$ cat config.mk
export PLATFORM = sky130hd
export DESIGN_NAME = inst_fetch
export DESIGN_NICKNAME = d
export VERILOG_FILES = /design/src/rtl/inst_fetch_pkg.sv /design/src/rtl/inst_fetch.sv
export SDC_FILE = /design/constraint.sdc
export NUM_CORES = 1
export LEC_CHECK = 0
export CORE_MARGIN = 3
export CORE_UTILIZATION = 30
export DETAILED_ROUTE_END_ITERATION = 10
export GPL_ROUTABILITY_DRIVEN = 0
export HOLD_SLACK_MARGIN = 0.08
export PLACE_DENSITY = 0.58
export SLEW_MARGIN = 40
export SYNTH_ARGS = -nofsm -noshare
export SYNTH_HDL_FRONTEND = slang
export SYNTH_SLANG_ARGS = --single-unit
$ cat constraint.sdc
create_clock -name clk -period 2.5 [get_ports clk]
set_clock_uncertainty 0.05 [all_clocks]
set_input_delay 0.5 -clock clk [delete_from_list [all_inputs] [get_ports clk]]
set_output_delay 0.5 -clock clk [all_outputs]
set_load 0.01 [all_outputs]
$ cat src/rtl/inst_fetch_pkg.sv
// Shared CPU definitions for the instruction fetch stage.
// Holds the fetch FSM state encoding and the architectural PC constants.
// No logic; imported by the fetch stage.
package inst_fetch_pkg;

    typedef enum logic [1:0] {
        S_REQ     = 2'd0,
        S_WAIT    = 2'd1,
        S_HOLD    = 2'd2,
        S_DISCARD = 2'd3
    } fetch_state_t;

    localparam logic [31:0] RESET_PC = 32'hBFC0_0000;
    localparam logic [31:0] PC_STEP  = 32'd4;

endpackage

$ cat src/rtl/inst_fetch.sv
// Instruction fetch: issues one request at a time to the instruction memory bridge.
// Latency: addr_ok to if_valid is at least 2 cycles; redirects discard any fetch in flight.
// Backpressure: if_id_stall holds the fetched instruction in HOLD; no new request until consumed.
module inst_fetch
    import inst_fetch_pkg::*;
(
    input  logic        clk,
    input  logic        rst,
    output logic        inst_req,
    output logic [31:0] inst_addr,
    input  logic        inst_addr_ok,
    input  logic        inst_data_ok,
    input  logic [31:0] inst_rdata,
    input  logic        if_id_stall,
    input  logic        redirect,
    input  logic [31:0] redirect_pc,
    output logic [31:0] if_pc,
    output logic [31:0] if_inst,
    output logic        if_valid,
    output logic        if_adel
);

    fetch_state_t state, state_nxt;
    logic [31:0]  pc, pc_nxt;
    logic [31:0]  inst_buf, inst_buf_nxt;
    logic [31:0]  pend_pc, pend_pc_nxt;
    logic         adel, adel_nxt;
    logic         pc_misaligned;

    assign pc_misaligned = (pc[1:0] != 2'b00);

    // Outputs depend only on registered state; rst masks them while reset is applied.
    assign inst_req  = !rst && (state == S_REQ) && !pc_misaligned;
    assign inst_addr = pc;
    assign if_valid  = !rst && (state == S_HOLD);
    assign if_adel   = !rst && (state == S_HOLD) && adel;
    assign if_inst   = inst_buf;
    assign if_pc     = pc;

    // State and datapath registers.
    always_ff @(posedge clk) begin
        if (rst) begin
            state    <= S_REQ;
            pc       <= RESET_PC;
            inst_buf <= 32'd0;
            pend_pc  <= 32'd0;
            adel     <= 1'b0;
        end else begin
            state    <= state_nxt;
            pc       <= pc_nxt;
            inst_buf <= inst_buf_nxt;
            pend_pc  <= pend_pc_nxt;
            adel     <= adel_nxt;
        end
    end

    // Next-state logic; a redirect always wins over the normal flow.
    always_comb begin
        state_nxt    = state;
        pc_nxt       = pc;
        inst_buf_nxt = inst_buf;
        pend_pc_nxt  = pend_pc;
        adel_nxt     = adel;
        unique case (state)
            S_REQ: begin
                if (redirect) begin
                    // An accepted request must have its response thrown away.
                    if (inst_addr_ok && !pc_misaligned) begin
                        pend_pc_nxt = redirect_pc;
                        state_nxt   = S_DISCARD;
                    end else begin
                        pc_nxt = redirect_pc;
                    end
                end else if (pc_misaligned) begin
                    inst_buf_nxt = 32'd0;
                    adel_nxt     = 1'b1;
                    state_nxt    = S_HOLD;
                end else if (inst_addr_ok) begin
                    state_nxt = S_WAIT;
                end
            end
            S_WAIT: begin
                if (redirect) begin
                    if (inst_data_ok) begin
                        pc_nxt    = redirect_pc;
                        state_nxt = S_REQ;
                    end else begin
                        pend_pc_nxt = redirect_pc;
                        state_nxt   = S_DISCARD;
                    end
                end else if (inst_data_ok) begin
                    inst_buf_nxt = inst_rdata;
                    state_nxt    = S_HOLD;
                end
            end
            S_HOLD: begin
                if (redirect) begin
                    pc_nxt    = redirect_pc;
                    adel_nxt  = 1'b0;
                    state_nxt = S_REQ;
                end else if (!if_id_stall) begin
                    pc_nxt    = pc + PC_STEP;
                    adel_nxt  = 1'b0;
                    state_nxt = S_REQ;
                end
            end
            S_DISCARD: begin
                if (inst_data_ok) begin
                    pc_nxt    = redirect ? redirect_pc : pend_pc;
                    state_nxt = S_REQ;
                end else if (redirect) begin
                    pend_pc_nxt = redirect_pc;
                end
            end
            default: state_nxt = S_REQ;
        endcase
    end

endmodule

==> flow_metrics.tcl, run 1 <==
set metrics [dict create \
    status "finished clean" \
    met3_length_um 1280 \
    die_area_um2 19000 \
    p_sw_share_pct 33.1 \
    grt-ovfl-total 0 \
    p_comb_share_pct 32.6 \
    cp.arrival_ns 1.80 \
    maxCapViolCount 0 \
    htree_levels 3 \
    ys_types 65 \
    slowest_delay_ns 0.53 \
    cts_sinks 99 \
    ioPinCount 169 \
    die_y_um 138 \
    multi_input_area_um2 2730 \
    synthToLayoutAreaGrowth_pct 42.9 \
    dp_slack_ns -0.0747 \
    cts_tree "built" \
    worst-path-max-fanout 9 \
    final_cells 1054 \
    firstDrtPassIters 5 \
    post-route-min-period_ns 2.35 \
    dr.max_layer_used "met4" \
    drc 0 \
    fmaxAchievable_mhz 426 \
    post-dp-hpwl_um 13200 \
    start_util_pct 31.0 \
    detail_route.vias_per_cell 5.20 \
    clock_latency_ns 0.35 \
    root_buffer "clkbuf_16" \
    whs_ns 0.400 \
    grt_first_pass_wirelength_um 28100 \
    cts_buffer_depth 2 \
    finalHoldViolations 0 \
    seq_area_frac_synth_pct 38.0 \
    clockPowerShare_pct 29.6 \
    crit_type "register to output port" \
    dieWidth_um 138 \
    grt_max_degree 57 \
    critPathSlowestCell "clkdlybuf4s50_1" \
    final_common_cell "clkdlybuf4s50_1" \
    syn_area_per_cell_um2 7.55 \
    wirelength_um 18400 \
    place_inst 1038 \
    grt_pass1_vias 4911 \
    antenna_found_initial 0 \
    cp.required_ns 1.95 \
    synth_edf_count 0 \
    rsz0062_at_grt "no" \
    hp-class "register to register" \
    synth_ff_type "dfxtp_1" \
    syn_nets 761 \
    p_sw_mw 1.64 \
    cts_inserted_buffers 9 \
    regArea_um2 1980 \
    final_nets 900 \
    netlist_area_um2 5210 \
    final_max_slew_viol_count 0 \
    final_cell_mix "clkdlybuf4s50_1, nand2_1, dfxtp_1" \
    cp-end-kind "output port" \
    synth_cells 690 \
    yosys_warnings 0 \
    start_kind "register" \
    p_leak_nw 2.63 \
    coreArea_um2 16800 \
    power.share.sequential_pct 37.8 \
    synth-seq-cells 99 \
    slew_headroom_pct 55.2 \
    p_total_mw 4.94 \
    initialDrtViolationCount 378 \
    clk_pin_slew_ns 0.07 \
    rows 47 \
    cellPowerDensity_nw_per_um2 664 \
    drive_above_1_share_pct 9.71 \
    synthArstFlopShare_pct 0 \
    worst_pin_slew_ns 0.672 \
    grtUsageTotal_pct 19.0 \
    port_buffers 168 \
    internal-power_mw 3.31 \
    wire_per_inst_um 17.4 \
    n_antenna_cell 0 \
    period_share_pct 94.0 \
    n_fill_cell 1724 \
    wl_met2_um 8250 \
    worst_ir_drop_vdd_mv 0.319 \
    setup_slack_ns 0.151 \
    cp_cell_sequence "or2b_1, nor2_1, and2_1, clkdlybuf4s50_1" \
    num_vias 5485 \
    wl_met1_um 8600 \
    ant_nets 0 \
    finalSetupViolCount 0 \
]
[cell families after synthesis]
logic type               share of synthesized area [%]
buffers and inverters                             9.99
multiplexers                                     0.792
adder cells (fa/ha/maj)                          0.240
AO/OA/AOI/OAI                                     22.7
XOR/XNOR                                          1.34
flip-flops                                        38.0
AND/OR/NAND/NOR                                   26.9
[layout make-up]
class / count / area share [%]
Multi-Input combinational cell: 493 / 36.7
Timing Repair Buffer: 217 / 28.3
Sequential cell: 99 / 26.6
Tap cell: 220 / 3.70
Clock buffer: 10 / 3.21
Clock inverter: 6 / 0.992
Inverter: 9 / 0.454
[per-stage QoR]
stage	utilization, %	cell area, um2	TNS, ns
final	44.3	7440	0
after global routing	44.3	7440	0
after CTS	44.3	7440	0
after detailed placement	42.4	7130	-0.0747
after global placement	42.4	7130	-0.0699
after floorplan	-	5210	0
[Yosys cell counts, drive strengths merged, types with 3 or more instances]
cell type | n | area [um2]
inv | 8 | 30.0
dfxtp | 99 | 1980
and3 | 9 | 56.3
nand3 | 53 | 265
a31oi | 8 | 50.1
a221oi | 3 | 26.3
nor2b | 3 | 18.8
o311ai | 4 | 35.0
nor2 | 25 | 93.8
buf | 45 | 322
and4b | 5 | 50.1
a21o | 3 | 22.5
a22o | 6 | 52.6
xnor2 | 5 | 43.8
a22oi | 3 | 22.5
xor2 | 3 | 26.3
nor4 | 9 | 62.6
a311oi | 6 | 52.6
nand2 | 135 | 507
a221o | 3 | 30.0
o211ai | 3 | 22.5
and2 | 7 | 43.8
clkbuf | 44 | 165
nand4 | 9 | 77.6
nor4b | 3 | 26.3
a21oi | 96 | 480
nor3 | 11 | 55.1
or4 | 5 | 41.3
o21ai | 30 | 161
nand2b | 4 | 25.0
mux2i | 3 | 30.0
a211oi | 8 | 60.1
or3 | 3 | 23.8
o31ai | 3 | 22.5
[per-layer routing]
metal	vias to the layer above	GRT usage [%]
li1	2701	-
met1	2586	27.5
met2	182	28.1
met3	16	4.46
met4	0	5.43
met5	-	0
[critical path: cells and delay by family, from the launching register on]
kind / cells / cell delay [ns]
buffers and inverters: 1 / 0.53
flip-flops: 1 / 0.40
AND/OR/NAND/NOR: 3 / 0.52
[what timing repair did]
| action | 4_1_cts | 5_1_grt |
|---|---|---|
| buffers inserted | 0 | 0 |
| hold buffers | 0 | 0 |
| gates cloned | 0 | 0 |
| endpoints found under the setup margin | 1 | 1 |
| gates resized for setup | 1 | 1 |
[power by group through the flow]
stage               clock (mW)  combinational (mW)  sequential [mW]
floorplan                    0               0.824             1.93
global placement             0                1.61             1.90
detailed placement           0                1.61             1.90
CTS                       1.50                1.61             1.86
global route              1.56                1.75             1.89
finish                    1.46                1.61             1.87
[worst paths after layout]
path / start / to / slack [ns] / cells past startpoint
worst max register to register: if_pc[3] / if_pc[22] / 0.22 / 6
worst max-delay path: state[1] / if_adel / 0.15 / 4
worst min register to register: if_inst[6] / if_inst[6] / 0.40 / 2
worst min-delay path: if_inst[6] / if_inst[6] / 0.40 / 2
[sequential cells by signal, summed over array words and instances, names as in the netlist]
| register | cells |
|---|---|
| state | 2 |
| adel | 1 |
| pend_pc | 32 |
| if_inst | 32 |
| if_pc | 32 |
(Power assumes the default switching activity.)
==> run 2: changes to the inputs <==
--- a/config.mk
+++ b/config.mk
@@ -8,9 +8,10 @@
 export CORE_MARGIN = 3
 export CORE_UTILIZATION = 30
 export DETAILED_ROUTE_END_ITERATION = 10
+export DONT_BUFFER_PORTS = 1
 export GPL_ROUTABILITY_DRIVEN = 0
 export HOLD_SLACK_MARGIN = 0.08
-export PLACE_DENSITY = 0.58
+export PLACE_DENSITY = 0.46
 export SLEW_MARGIN = 40
 export SYNTH_ARGS = -nofsm -noshare
 export SYNTH_HDL_FRONTEND = slang
==> run 2 against run 1 <==
  * Sequential share of layout area increased by 8.1 points
  * First-iteration DRC count is 19% lower
  * Hold slack got worse by 0.21 ns
  * Critical path type is now register to register
  * Final cell count shrank 16%
  * Fmax grew 6.2%
  * Largest cell class unchanged
  * Worst setup slack improved by 0.14 ns
==> flow_metrics.tcl, run 2 (same netlist as run 1, synthesis figures left out) <==
set metrics [dict create \
    drc 0 \
    die_y_um 138 \
    place_inst 873 \
    detail_route.vias_per_cell 5.54 \
    final_max_slew_viol_count 0 \
    fmaxAchievable_mhz 452 \
    dieWidth_um 138 \
    crit_family "simple AND/OR/NAND/NOR gates" \
    grt_first_pass_wirelength_um 27000 \
    postLayoutCoreUtil_pct 33.9 \
    clk_pin_slew_ns 0.07 \
    cts_sinks 99 \
    num_vias 4919 \
    initialDrtViolationCount 306 \
    cp.arrival_ns 2.40 \
    hold_buffers 0 \
    die_area_um2 19000 \
    p_leak_nw 1.97 \
    slew_headroom_pct 52.3 \
    worst_ir_drop_vdd_mv 0.354 \
    fin_tns_setup_ns 0 \
    antenna_found_initial 0 \
    hp-class "input pin to register" \
    drive_above_1_share_pct 12.1 \
    status "finished clean" \
    grt_pass1_vias 4737 \
    placed_area_um2 5430 \
    n_antenna_cell 0 \
    cp_num_cells 6 \
    grtUsageTotal_pct 18.4 \
    slowest_delay_ns 0.55 \
    final_nets 735 \
    grt-ovfl-total 0 \
    ant_nets 0 \
    final_common_cell "nand2_1" \
    port_buffers 0 \
    worst-path-max-fanout 11 \
    synthToLayoutAreaGrowth_pct 9.46 \
    start_util_pct 31.0 \
    clock_latency_ns 0.34 \
    wire_per_inst_um 19.7 \
    finalSetupViolCount 0 \
    cts_setup_buffers 0 \
    crit_type "register to register" \
    cp_cell_sequence "or4_4, o21ai_4, or2_1, buf_4, nor4_1, a2111o_1" \
    grt_max_degree 99 \
    period_share_pct 88.5 \
    path_buf_inv 1 \
    coreArea_um2 16800 \
    worst_pin_slew_ns 0.712 \
    finalHoldViolations 0 \
    ioPinCount 169 \
    firstDrtPassIters 5 \
    cp-end-kind "register" \
    start_kind "register" \
    root_buffer "clkbuf_16" \
    cts_buffer_depth 2 \
    reg2regPathDepth 6 \
    critPathSlowestCell "or4_4" \
    maxCapViolCount 0 \
    final_cells 888 \
    cp.required_ns 2.69 \
    design_area_um2 5700 \
    cts_resized 0 \
    post-dp-hpwl_um 12200 \
    cts_inserted_buffers 9 \
    min_delay_path_depth 1 \
    rsz0062_at_grt "no" \
    post-route-min-period_ns 2.21 \
    cts_tree "built" \
    htree_levels 3 \
    rows 47 \
    wirelength_um 17500 \
    cellPowerDensity_nw_per_um2 761 \
    n_fill_cell 1834 \
    final_cell_mix "nand2_1, dfxtp_1, a21oi_1" \
]
[run 2: routing by layer]
metal  vias up  global-route usage [%]  wire length [um]
met5         -                       0                 0
met4         0                    3.73               165
met3        10                    6.39              1500
met2       176                    29.8              8390
met1      2366                    23.7              7390
li1       2367                       -                 -
[run 2: where the power goes]
group / internal (mW) / total, mW / switching [mW]
registers: 1.72 / 1.87 / 0.152
clock network: 0.701 / 1.35 / 0.646
logic: 0.397 / 1.12 / 0.724
[run 2: per-stage QoR]
stage	total power, mW	setup WS (ns)	hold WS [ns]
3_3_place_gp	3.00	0.332	0.385
3_5_place_dp	3.03	0.298	0.391
2_1_floorplan	2.76	0.274	0.381
5_1_grt	4.61	0.162	0.159
6_report	4.34	0.288	0.188
4_1_cts	4.39	0.277	0.160
[run 2: final timing paths]
check,start,slack (ns),end
worst max register to register,if_pc[1],0.29,if_pc[25]
worst min-delay path,rst,0.19,pend_pc[28]
worst min register to register,pend_pc[29],0.41,pend_pc[29]
worst max-delay path,if_pc[1],0.29,if_pc[25]
[run 2: area by class of cell]
class	count	area, um2	share of cell area (%)
flip-flops and latches	99	1980	34.7
repair buffers	52	403	7.06
well taps	220	275	4.83
inverters	9	33.8	0.592
clock buffers	10	239	4.19
clock inverters	5	37.5	0.658
multi-input cells	493	2730	47.9
==> run 3: changes to the inputs <==
--- a/config.mk
+++ b/config.mk
@@ -6,12 +6,12 @@
 export NUM_CORES = 1
 export LEC_CHECK = 0
 export CORE_MARGIN = 3
-export CORE_UTILIZATION = 30
+export CORE_UTILIZATION = 24
 export DETAILED_ROUTE_END_ITERATION = 10
 export DONT_BUFFER_PORTS = 1
 export GPL_ROUTABILITY_DRIVEN = 0
 export HOLD_SLACK_MARGIN = 0.08
-export PLACE_DENSITY = 0.46
+export PLACE_DENSITY = 0.4
 export SLEW_MARGIN = 40
 export SYNTH_ARGS = -nofsm -noshare
 export SYNTH_HDL_FRONTEND = slang
==> constraint.sdc (replaced) <==
create_clock -name clk -period 1.94 [get_ports clk]
set_clock_uncertainty 0.05 [all_clocks]
set_input_delay 0.388 -clock clk [delete_from_list [all_inputs] [get_ports clk]]
set_output_delay 0.388 -clock clk [all_outputs]
set_load 0.01 [all_outputs]
==> run 3 against run 2 <==
  * The flow now finishes with violations (negative setup slack)
  * Wire length up 15%
  * Worst setup slack worse by 0.30 ns
  * Fmax up 13%
  * Clock power up 41%
  * Non-clock buffer count up 62
  * Register-to-register slack worse by 0.30 ns
  * Critical endpoint is now pend_pc[8]
==> flow_metrics.tcl, run 3 (same netlist as run 1, synthesis figures left out) <==
set metrics [dict create \
    htree_levels 3 \
    worst-path-max-fanout 8 \
    wire_per_inst_um 20.0 \
    wirelength_um 20100 \
    cellPowerDensity_nw_per_um2 934 \
    p_leak_nw 2.47 \
    reg2regPathDepth 7 \
    finalHoldViolations 0 \
    holdCritStartpoint "rst" \
    grt-ovfl-total 0 \
    clock_latency_ns 0.36 \
    coreArea_um2 21200 \
    num_vias 5269 \
    ioPinCount 169 \
    grt_pass1_vias 4962 \
    grtUsageTotal_pct 16.2 \
    drive_above_1_share_pct 30.6 \
    worst_pin_slew_ns 0.507 \
    grt_max_degree 99 \
    top_usage_layer "met2" \
    finalSetupViolCount 6 \
    rsz0062_at_grt "yes" \
    met1_usage_pct 21.3 \
    rr_endpoint "pend_pc[8]" \
    n_fill_cell 2188 \
    ff2ff_setup_slack_ns -0.01 \
    detail_route.vias_per_cell 5.24 \
    die_area_um2 23500 \
    grt_first_pass_wirelength_um 30000 \
    cts_buffer_depth 2 \
    crit_type "register to register" \
    post-dp-hpwl_um 13700 \
    final_cell_mix "nand2_1, buf_4, dfxtp_1" \
    status "finished, violations left" \
    antenna_found_initial 0 \
    start_kind "register" \
    final_nets 797 \
    rows 53 \
    hp-class "input pin to register" \
    synthToLayoutAreaGrowth_pct 31.7 \
    cts_inserted_buffers 9 \
    dp_slack_ns -0.0681 \
    cp-end-kind "register" \
    cp.arrival_ns 2.20 \
    final_max_slew_viol_count 0 \
    final_common_cell "nand2_1" \
    post-route-min-period_ns 1.95 \
    clk_pin_slew_ns 0.08 \
    die_y_um 153 \
    n_antenna_cell 0 \
    initialDrtViolationCount 321 \
    firstDrtPassIters 4 \
    ant_nets 0 \
    min_delay_path_depth 1 \
    cp.required_ns 2.19 \
    drc 0 \
    maxCapViolCount 0 \
    setup_slack_ns -0.0136 \
    slew_headroom_pct 66.1 \
    cts_sinks 99 \
    start_util_pct 24.6 \
    hold_end "if_inst[27]" \
    fmaxAchievable_mhz 512 \
    r2r_start "if_pc[1]" \
    violations "negative setup slack" \
    cts_tree "built" \
    p_total_mw 6.41 \
    dieWidth_um 153 \
    worst_ir_drop_vdd_mv 0.374 \
    port_buffers 0 \
    met2_usage_pct 25.8 \
    period_share_pct 101 \
    root_buffer "clkbuf_16" \
    met3_usage_pct 4.76 \
]
run 3: timing repair:
item                       4_1_cts  5_1_grt
gates resized for setup         19       77
setup buffers                    4        9
pin swaps                        5       39
cloned                           0        5
hold endpoints to repair        88       88
setup endpoints to repair       48       59
run 3: final cells by class:
class / instances / area (um2) / share of cell area [%]
multi-input cells: 493 / 3050 / 44.5
flip-flops and latches: 99 / 2020 / 29.4
repair buffers: 114 / 1100 / 16.1
well taps: 275 / 344 / 5.01
clock buffers: 9 / 225 / 3.28
clock inverters: 7 / 83.8 / 1.22
inverters: 9 / 33.8 / 0.492
run 3: metrics by stage:
stage / area (um2) / cells / hold WS, ns / setup TNS [ns] / util [%]
after floorplan: 5300 / 690 / 0.381 / -0.186 / -
after global placement: 5960 / 970 / 0.384 / -0.137 / 28.2
after detailed placement: 5980 / 972 / 0.389 / -0.714 / 28.3
after CTS: 6380 / 992 / 0.0366 / -0.0645 / 30.2
after global routing: 6860 / 1006 / 0.0368 / -1.31 / 32.4
final: 6860 / 1006 / 0.0603 / -0.0406 / 32.4
run 3: worst max-delay path by stage:
| stage | from | to |
|---|---|---|
| finish | if_pc[1] | pend_pc[8] |
| global route | if_pc[3] | if_pc[30] |
| CTS | if_pc[1] | inst_req |
| detailed placement | state[1] | pend_pc[18] |
| global placement | state[1] | pend_pc[23] |
| floorplan | if_pc[3] | if_pc[22] |
run 3: critical path, stage by stage (launching register included):
cell       delay, ns
dfxtp_2         0.32
or4_4           0.55
o21ai_4         0.15
buf_6           0.15
and2_4          0.26
clkbuf_16       0.22
nand2_4         0.05
a21oi_2         0.12
run 3: layer usage:
| layer | part of all wire, % | up-vias |
|---|---|---|
| li1 | - | 2501 |
| met1 | 44 | 2589 |
| met2 | 47 | 153 |
| met3 | 6.8 | 26 |
| met4 | 1.6 | 0 |
| met5 | 0 | - |
run 3: power by group:
| part | leakage, nW | internal, mW | total [mW] | switching, mW |
|---|---|---|---|---|
| logic | 1.51 | 0.914 | 2.12 | 1.21 |
| registers | 0.816 | 2.23 | 2.37 | 0.144 |
| clock network | 0.149 | 1.02 | 1.91 | 0.888 |
| total | 2.47 | 4.17 | 6.41 | 2.24 |
